File: config.mk
export PLATFORM = sky130hd
export DESIGN_NAME = hs_sink_buffer
export DESIGN_NICKNAME = d
export VERILOG_FILES = /design/src/rtl/hs_pkg.sv /design/src/rtl/sync_2ff.sv /design/src/rtl/hs_sink_buffer.sv
export SDC_FILE = /design/constraint.sdc
export NUM_CORES = 1
export LEC_CHECK = 0
export BUFFER_PORTS_ARGS = -buffer_cell sky130_fd_sc_hd__buf_2
export CAP_MARGIN = 20
export CORE_AREA = 2 2 42 54
export DETAILED_ROUTE_END_ITERATION = 7
export DIE_AREA = 0 0 44 56
export GPL_TIMING_DRIVEN = 0
export PLACE_DENSITY_LB_ADDON = 0.15
export SLEW_MARGIN = 40
export SYNTH_ARGS = -nofsm -noshare
export SYNTH_HDL_FRONTEND = slang
export SYNTH_SLANG_ARGS = --single-unit
File: constraint.sdc
create_clock -name clk -period 2.2 [get_ports clk]
set_input_delay 0 -clock clk [delete_from_list [all_inputs] [get_ports clk]]
set_output_delay 0 -clock clk [all_outputs]
set_load 0.05 [all_outputs]
File: src/rtl/hs_pkg.sv
// Shared types and default sizes for the four-phase sink buffer.
package hs_pkg;

  typedef enum logic {
    S_IDLE = 1'b0,
    S_ACK  = 1'b1
  } hs_state_t;

  localparam int HS_WIDTH = 8;
  localparam int HS_DEPTH = 2;

endpackage

File: src/rtl/sync_2ff.sv
// Two-flop synchronizer for a single-bit level; both flops clear on reset.
module sync_2ff (
  input  logic clk,
  input  logic rst,
  input  logic d,
  output logic q
);

  logic meta;

  always_ff @(posedge clk) begin
    if (!rst) begin
      meta <= 1'b0;
      q    <= 1'b0;
    end else begin
      meta <= d;
      q    <= meta;
    end
  end

endmodule

File: src/rtl/hs_sink_buffer.sv
// Four-phase req/ack sink feeding a valid/ready FIFO of depth entries.
// Define HS_SINK_REQ_SYNC_EN to pass req through a two-flop synchronizer.
import hs_pkg::*;

module hs_sink_buffer #(
  parameter int width = HS_WIDTH,
  parameter int depth = HS_DEPTH
) (
  input  logic                     clk,
  input  logic                     rst,
  input  logic                     req,
  output logic                     ack,
  input  logic [width-1:0]         data_in,
  output logic                     out_valid,
  input  logic                     out_ready,
  output logic [width-1:0]         out_data,
  output logic [$clog2(depth):0]   count,
  output hs_state_t                state
);

  localparam int AW = $clog2(depth);
  localparam int CW = AW + 1;
  localparam logic [CW-1:0] FULL = CW'(depth);

  logic [width-1:0] mem [depth];
  logic [AW-1:0]    wr_ptr;
  logic [AW-1:0]    rd_ptr;
  logic             req_s;
  logic             push;
  logic             pop;

`ifdef HS_SINK_REQ_SYNC_EN
  sync_2ff u_sync (
    .clk (clk),
    .rst (rst),
    .d   (req),
    .q   (req_s)
  );
`else
  assign req_s = req;
`endif

  // Output handshake: out_valid/out_ready is a plain valid/ready pair; a token
  // transfers on any edge where both are high, and out_ready means nothing
  // while out_valid is low. The full test uses the pre-edge count, so a pop
  // on the same edge never frees space for a push.
  assign push      = (state == S_IDLE) && req_s && (count != FULL);
  assign pop       = out_valid && out_ready;
  assign ack       = (state == S_ACK);
  assign out_valid = (count != '0);
  assign out_data  = mem[rd_ptr];

  always_ff @(posedge clk) begin
    if (!rst) begin
      state  <= S_IDLE;
      count  <= '0;
      wr_ptr <= '0;
      rd_ptr <= '0;
    end else begin
      case (state)
        S_IDLE:  if (push) state <= S_ACK;
        S_ACK:   if (!req_s) state <= S_IDLE;
        default: state <= S_IDLE;
      endcase
      if (push) wr_ptr <= wr_ptr + AW'(1);
      if (pop)  rd_ptr <= rd_ptr + AW'(1);
      case ({push, pop})
        2'b10:   count <= count + CW'(1);
        2'b01:   count <= count - CW'(1);
        default: count <= count;
      endcase
    end
  end

  // Storage is deliberately left unreset; out_data is only meaningful with out_valid.
  always_ff @(posedge clk) begin
    if (rst && push) mem[wr_ptr] <= data_in;
  end

endmodule

## Word level (Yosys, flattened, before mapping)

Memory sizes are Yosys's and may differ from the RTL's. A register that Yosys moved wholly into a read port is not among the register bits.
Index checks and enable logic that the tools add are counted.

| word-level totals | value |
|---|---|
| flip-flop bits (word level) | 5 |
| RAM bits | 16 |
| bits of input ports | 12 |
| output and inout bits | 13 |
| word-level logic and storage cells | 27 |
| memories kept | 1 |

| operators by class | value |
|---|---|
| $add $sub $neg | 4 |
| equal/unequal tests | 3 |
| muxes and demuxes | 8 |
| bitwise logic cells | 1 |
| reductions and logical operators | 6 |

Memories:

| memory | words | width | read ports | clocked after memory_dff | write ports | line | text |
|---|---|---|---|---|---|---|---|
| mem | 2 | 8 | 1 | 1 | 1 | hs_sink_buffer.sv:25 | `logic [width-1:0] mem [depth];` |

Operator list:

| operator | number |
|---|---|
| 2-to-1 mux 1 bit | 6 |
| logical AND 1 bit | 4 |
| case mux 2 bit (2 select lines) | 1 |
| nonzero test 2 bit | 2 |
| adder 1 bit (second input constant) | 2 |
| adder 2 x 1 -> 2 bit (second input constant) | 1 |
| == test 2 x 1 -> 1 bit (second input constant) | 1 |
| == test 2 bit (second input constant) | 1 |
| inequality test 2 bit (second input constant) | 1 |
| case mux 1 bit (2 select lines) | 1 |
| subtractor 2 x 1 -> 2 bit (second input constant) | 1 |
| inverter 1 bit | 1 |

## Logic depth before layout (Yosys ltp)

| depth | value |
|---|---|
| depth in word-level cells | 6 |
| mapped depth | 6 |
| mapped depth without buffers | 6 |

## Worst setup path before layout

Ideal clock, no wire load.

| timing path | value |
|---|---|
| kind | reg2reg |
| start point | reg count[0] |
| end point | mem mem[1][0] (netlist name) (enable) |
| library setup time | 398 ps |
| arrival | 1,872 ps |
| required time | 1,802 ps |
| slack | -70 ps |
| cell stages (with the launch flop) | 3 |
| buffers on the path | 0 |
| clock period less this slack | 2,270 ps |
| path through | dfxtp_1 nor2b_1 nor4b_1 |

| between the ends | value |
|---|---|
| cells in the longest elaborated chain, start to end | 5 |

Ends and longest elaborated chain:

| item | line | text |
|---|---|---|
| start: declaration | hs_sink_buffer.sv:17 | `output logic [$clog2(depth):0] count,` |
| start signal: assignment | hs_sink_buffer.sv:68 | `2'b10: count <= count + CW'(1);` |
| start signal: assignment | hs_sink_buffer.sv:69 | `2'b01: count <= count - CW'(1);` |
| start signal: assignment | hs_sink_buffer.sv:70 | `default: count <= count;` |
| inequality test 2 bit | hs_sink_buffer.sv:47 | `assign push = (state == S_IDLE) && req_s && (count != FULL);` |
| logical AND 1 bit | hs_sink_buffer.sv:47 |  |
| logical AND 1 bit | hs_sink_buffer.sv:77 | `if (rst && push) mem[wr_ptr] <= data_in;` |
| 2-to-1 mux 1 bit | hs_sink_buffer.sv:77 |  |
| 2-to-1 mux 1 bit (implied by the code) | hs_sink_buffer.sv:77 |  |
| end: declaration | hs_sink_buffer.sv:25 |  |

No other way between the ends.

## Worst setup path in the final report

| timing path | value |
|---|---|
| start point | reg count[1] |
| end point | reg count[1] |

| between the ends | value |
|---|---|
| cells in the longest elaborated chain, start to end | 4 |
| elaborated cells on any way between the ends | 10 |
| those cells by class | add/sub: 2; eq/ne: 3; mux: 1; reduce/logical: 4 |

Ends and longest elaborated chain:

| item | line | text |
|---|---|---|
| inequality test 2 bit or nonzero test 2 bit (tied branches) | hs_sink_buffer.sv:47, hs_sink_buffer.sv:50 |  |
| logical AND 1 bit, on equally long branches | hs_sink_buffer.sv:47, hs_sink_buffer.sv:48 |  |
| == test 2 x 1 -> 1 bit or == test 2 bit (tied branches) | hs_sink_buffer.sv:67 | `case ({push, pop})` |
| case mux 2 bit (2 select lines) or nonzero test 2 bit (tied branches) | n/a |  |

Several ways; a longest one is shown, not always the timed one.
A chain may end at the register's enable or synchronous reset.

==> results.ini <==
[worst_setup_path]
r2r_cells=5
timing.rr.end=count[1]
critPathArrivalTime_ps=2140
r2r_setup_slack_ps=310
timing.rr.start=count[1]
critical_path_class=reg2reg
crit_path_max_fanout=6
worstPathRequired_ps=2440
startpoint=count[1]
cp-start-kind=flip-flop
worst_setup_path_end_kind=flip-flop
cp-endpoint=count[1]

[die]
core_sq_um=1940
start_util_pct=43.7
chipHeight_microns=56
rows=18
dieArea_sq_um=2460
ios=25
die_w_microns=44

[synthesis]
synth_xor_area_share_pct=3.10
synth_top_area_share_pct=56.7
ys_ff_latch=22
netlist_area_sq_um=847
yosysSeqAreaShare_pct=70.9
synthCells=53
yosysTopAreaCell=edfxtp_1
synth_top_family_by_area=multiplexers
yosys_warnings=0
syn_area_per_cell_sq_um=16.0
yosys.area_share.simple_pct=8.27
synth-compound-area-share_pct=3.84
synth_area_leaders=edfxtp_1 57%, dfxtp_1 14%, mux2_2 11%, xnor2_1 3.1%, nor2b_1 2.2%
syn_nets=66
synth-adder-area-share_pct=1.48
synth.distinct_cells=21
synth_mux_area_share_pct=10.6

[placement]
dp_hpwl_microns=944
place_congestion=0.669
portBuffers=24
dpl_cell_area_sq_um=1020

[run]
max-cap-violations=0

[detailed_routing]
dr.pass1.iters=3
drt_wl_total_microns=1370
drc=0
drtIter0Drc=5
detail_route.wl_per_cell_microns=12.5
ant_nets=0
viasPerCell=4.85
num_vias=534

[grt]
grt_antenna_before_repair=0
grt_overflow=0
grt-busiest-layer=met2
grt_pass1_wl_microns=2210
grtUsageMet1_pct=13.1
track_usage_pct=12.6
grt_max_degree=14
grt_pass1_vias=538
grtUsageMet2_pct=21.6
use_met3_pct=2.27

[layout]
layout_common_cells=24 x buf_2, 16 x edfxtp_1, 9 x dlygate4sd3_1
finalInstanceArea_sq_um=1160
diodes=0
syn2layout_area_growth_pct=37.5
fin_util_pct=60.1
final_common_cell=buf_2
drive_above_1_share_pct=44.4
final_nets=104

[sta]
period_share_pct=86.1
slew_viol_final=0
hold_violations=0
fin_crit_ps=1890
finClkSkew_ps=4.43
tightest_slew_ps=662
setup-tns-final_ps=0
relSlewSlack_pct=55.6
fmax_ghz=0.528
rsz0062_at_grt=false
finalSetupViolations=0

[outcome]
outcome=finished, final reports clean

[power_and_ir_drop]
vdd_ir_drop_max_uv=788
leakage_nw=0.458
p_total_mw=1.40
p_per_area_nw_per_um2=1200

[clock_network]
tritoncts=done
cts_buffers=3
clkTransAtPathRegs_ps=120
clockRootBuffer=clkbuf_4
clk_latency_ps=300
cts_max_level=1
cts_resized=0
clockBufferDepth=2
cts_sinks=22
post_cts_buffers=0

[worst_hold_path]
hp-class=in2reg

-- worst max-delay path, stage by stage, from the launching register on --
cell	delay (ps)
dfxtp_1	400
nor2b_1	430
nand3b_1	210
ha_1	280
or3_1	360
a21boi_1	140
-- layer usage --
| layer | wire, microns | up-vias |
|---|---|---|
| met1 | 570 | 242 |
| met5 | 0 | - |
| li1 | - | 272 |
| met4 | 35 | 0 |
| met3 | 72 | 4 |
| met2 | 694 | 16 |
-- timing repair --
| item | CTS | global route |
|---|---|---|
| endpoints found under the hold margin | 20 | 0 |
| hold buffers | 9 | 0 |
| setup endpoints to repair | 0 | 0 |
-- report_power, final --
part	internal, mW	leakage (nW)	total, mW	switching [mW]
Combinational	0.187	0.234	0.557	0.370
Clock	0.184	0.0279	0.304	0.120
Sequential	0.502	0.196	0.539	0.0371
-- per-stage QoR --
step           instances  worst slack (ps)  hold WS [ps]
4_1_cts              110               316          45.9
3_3_place_gp          97               364           188
6_report             110               306          52.7
2_1_floorplan         53               242          98.9
3_5_place_dp          97               352           193
5_1_grt              110               175          76.5
-- worst min-delay path by stage --
stage                           from   endpoint  slack, ps  cells past startpoint
after floorplan           data_in[0]  mem[0][0]        100                      0
after global placement    data_in[2]  mem[0][2]        190                      1
after detailed placement  data_in[5]  mem[1][5]        190                      1
after CTS                        req     wr_ptr         50                      3
after global routing             req     wr_ptr         80                      3
final                            req     wr_ptr         50                      3
-- sequential cells by signal, summed over array words and instances (netlist names), named ones only --
| name | count |
|---|---|
| mem | 16 |
| count | 2 |
| ack | 1 |
| rd_ptr | 1 |
| wr_ptr | 1 |
-- synthesized netlist by cell type --
master,n
nand3b_1,1
ha_1,1
o21a_1,1
edfxtp_1,16
inv_1,1
or3_1,1
dfxtp_1,6
mux2_2,8
and2_1,2
xnor2_1,3
or2_2,1
o21ai_0,1
nor4_1,1
a21oi_1,1
a21o_1,1
clkbuf_1,1
buf_4,1
nand2_1,1
nor2b_1,3
a21boi_1,1
nor4b_1,1
-- area by class of cell --
cell class                      count  area (sq um)
Buffer                              2          11.3
Clock buffer                        3          22.5
Clock inverter                      1          30.0
Fill cell                         169           772
Inverter                            1          3.75
Multi-Input combinational cell     28           262
Sequential cell                    22           601
Tap cell                           20          25.0
Timing Repair Buffer               33           210
-- cells by family (layout without fill, tap and decap cells) --
logic type,count (synthesis),after routing
AO/OA/AOI/OAI,5,5
AND/OR/NAND/NOR,11,11
multiplexers,8,8
flip-flops,22,22
adder cells (fa/ha/maj),1,1
buffers and inverters,3,40
XOR/XNOR,3,3
Power figures use the tool's default switching activity.
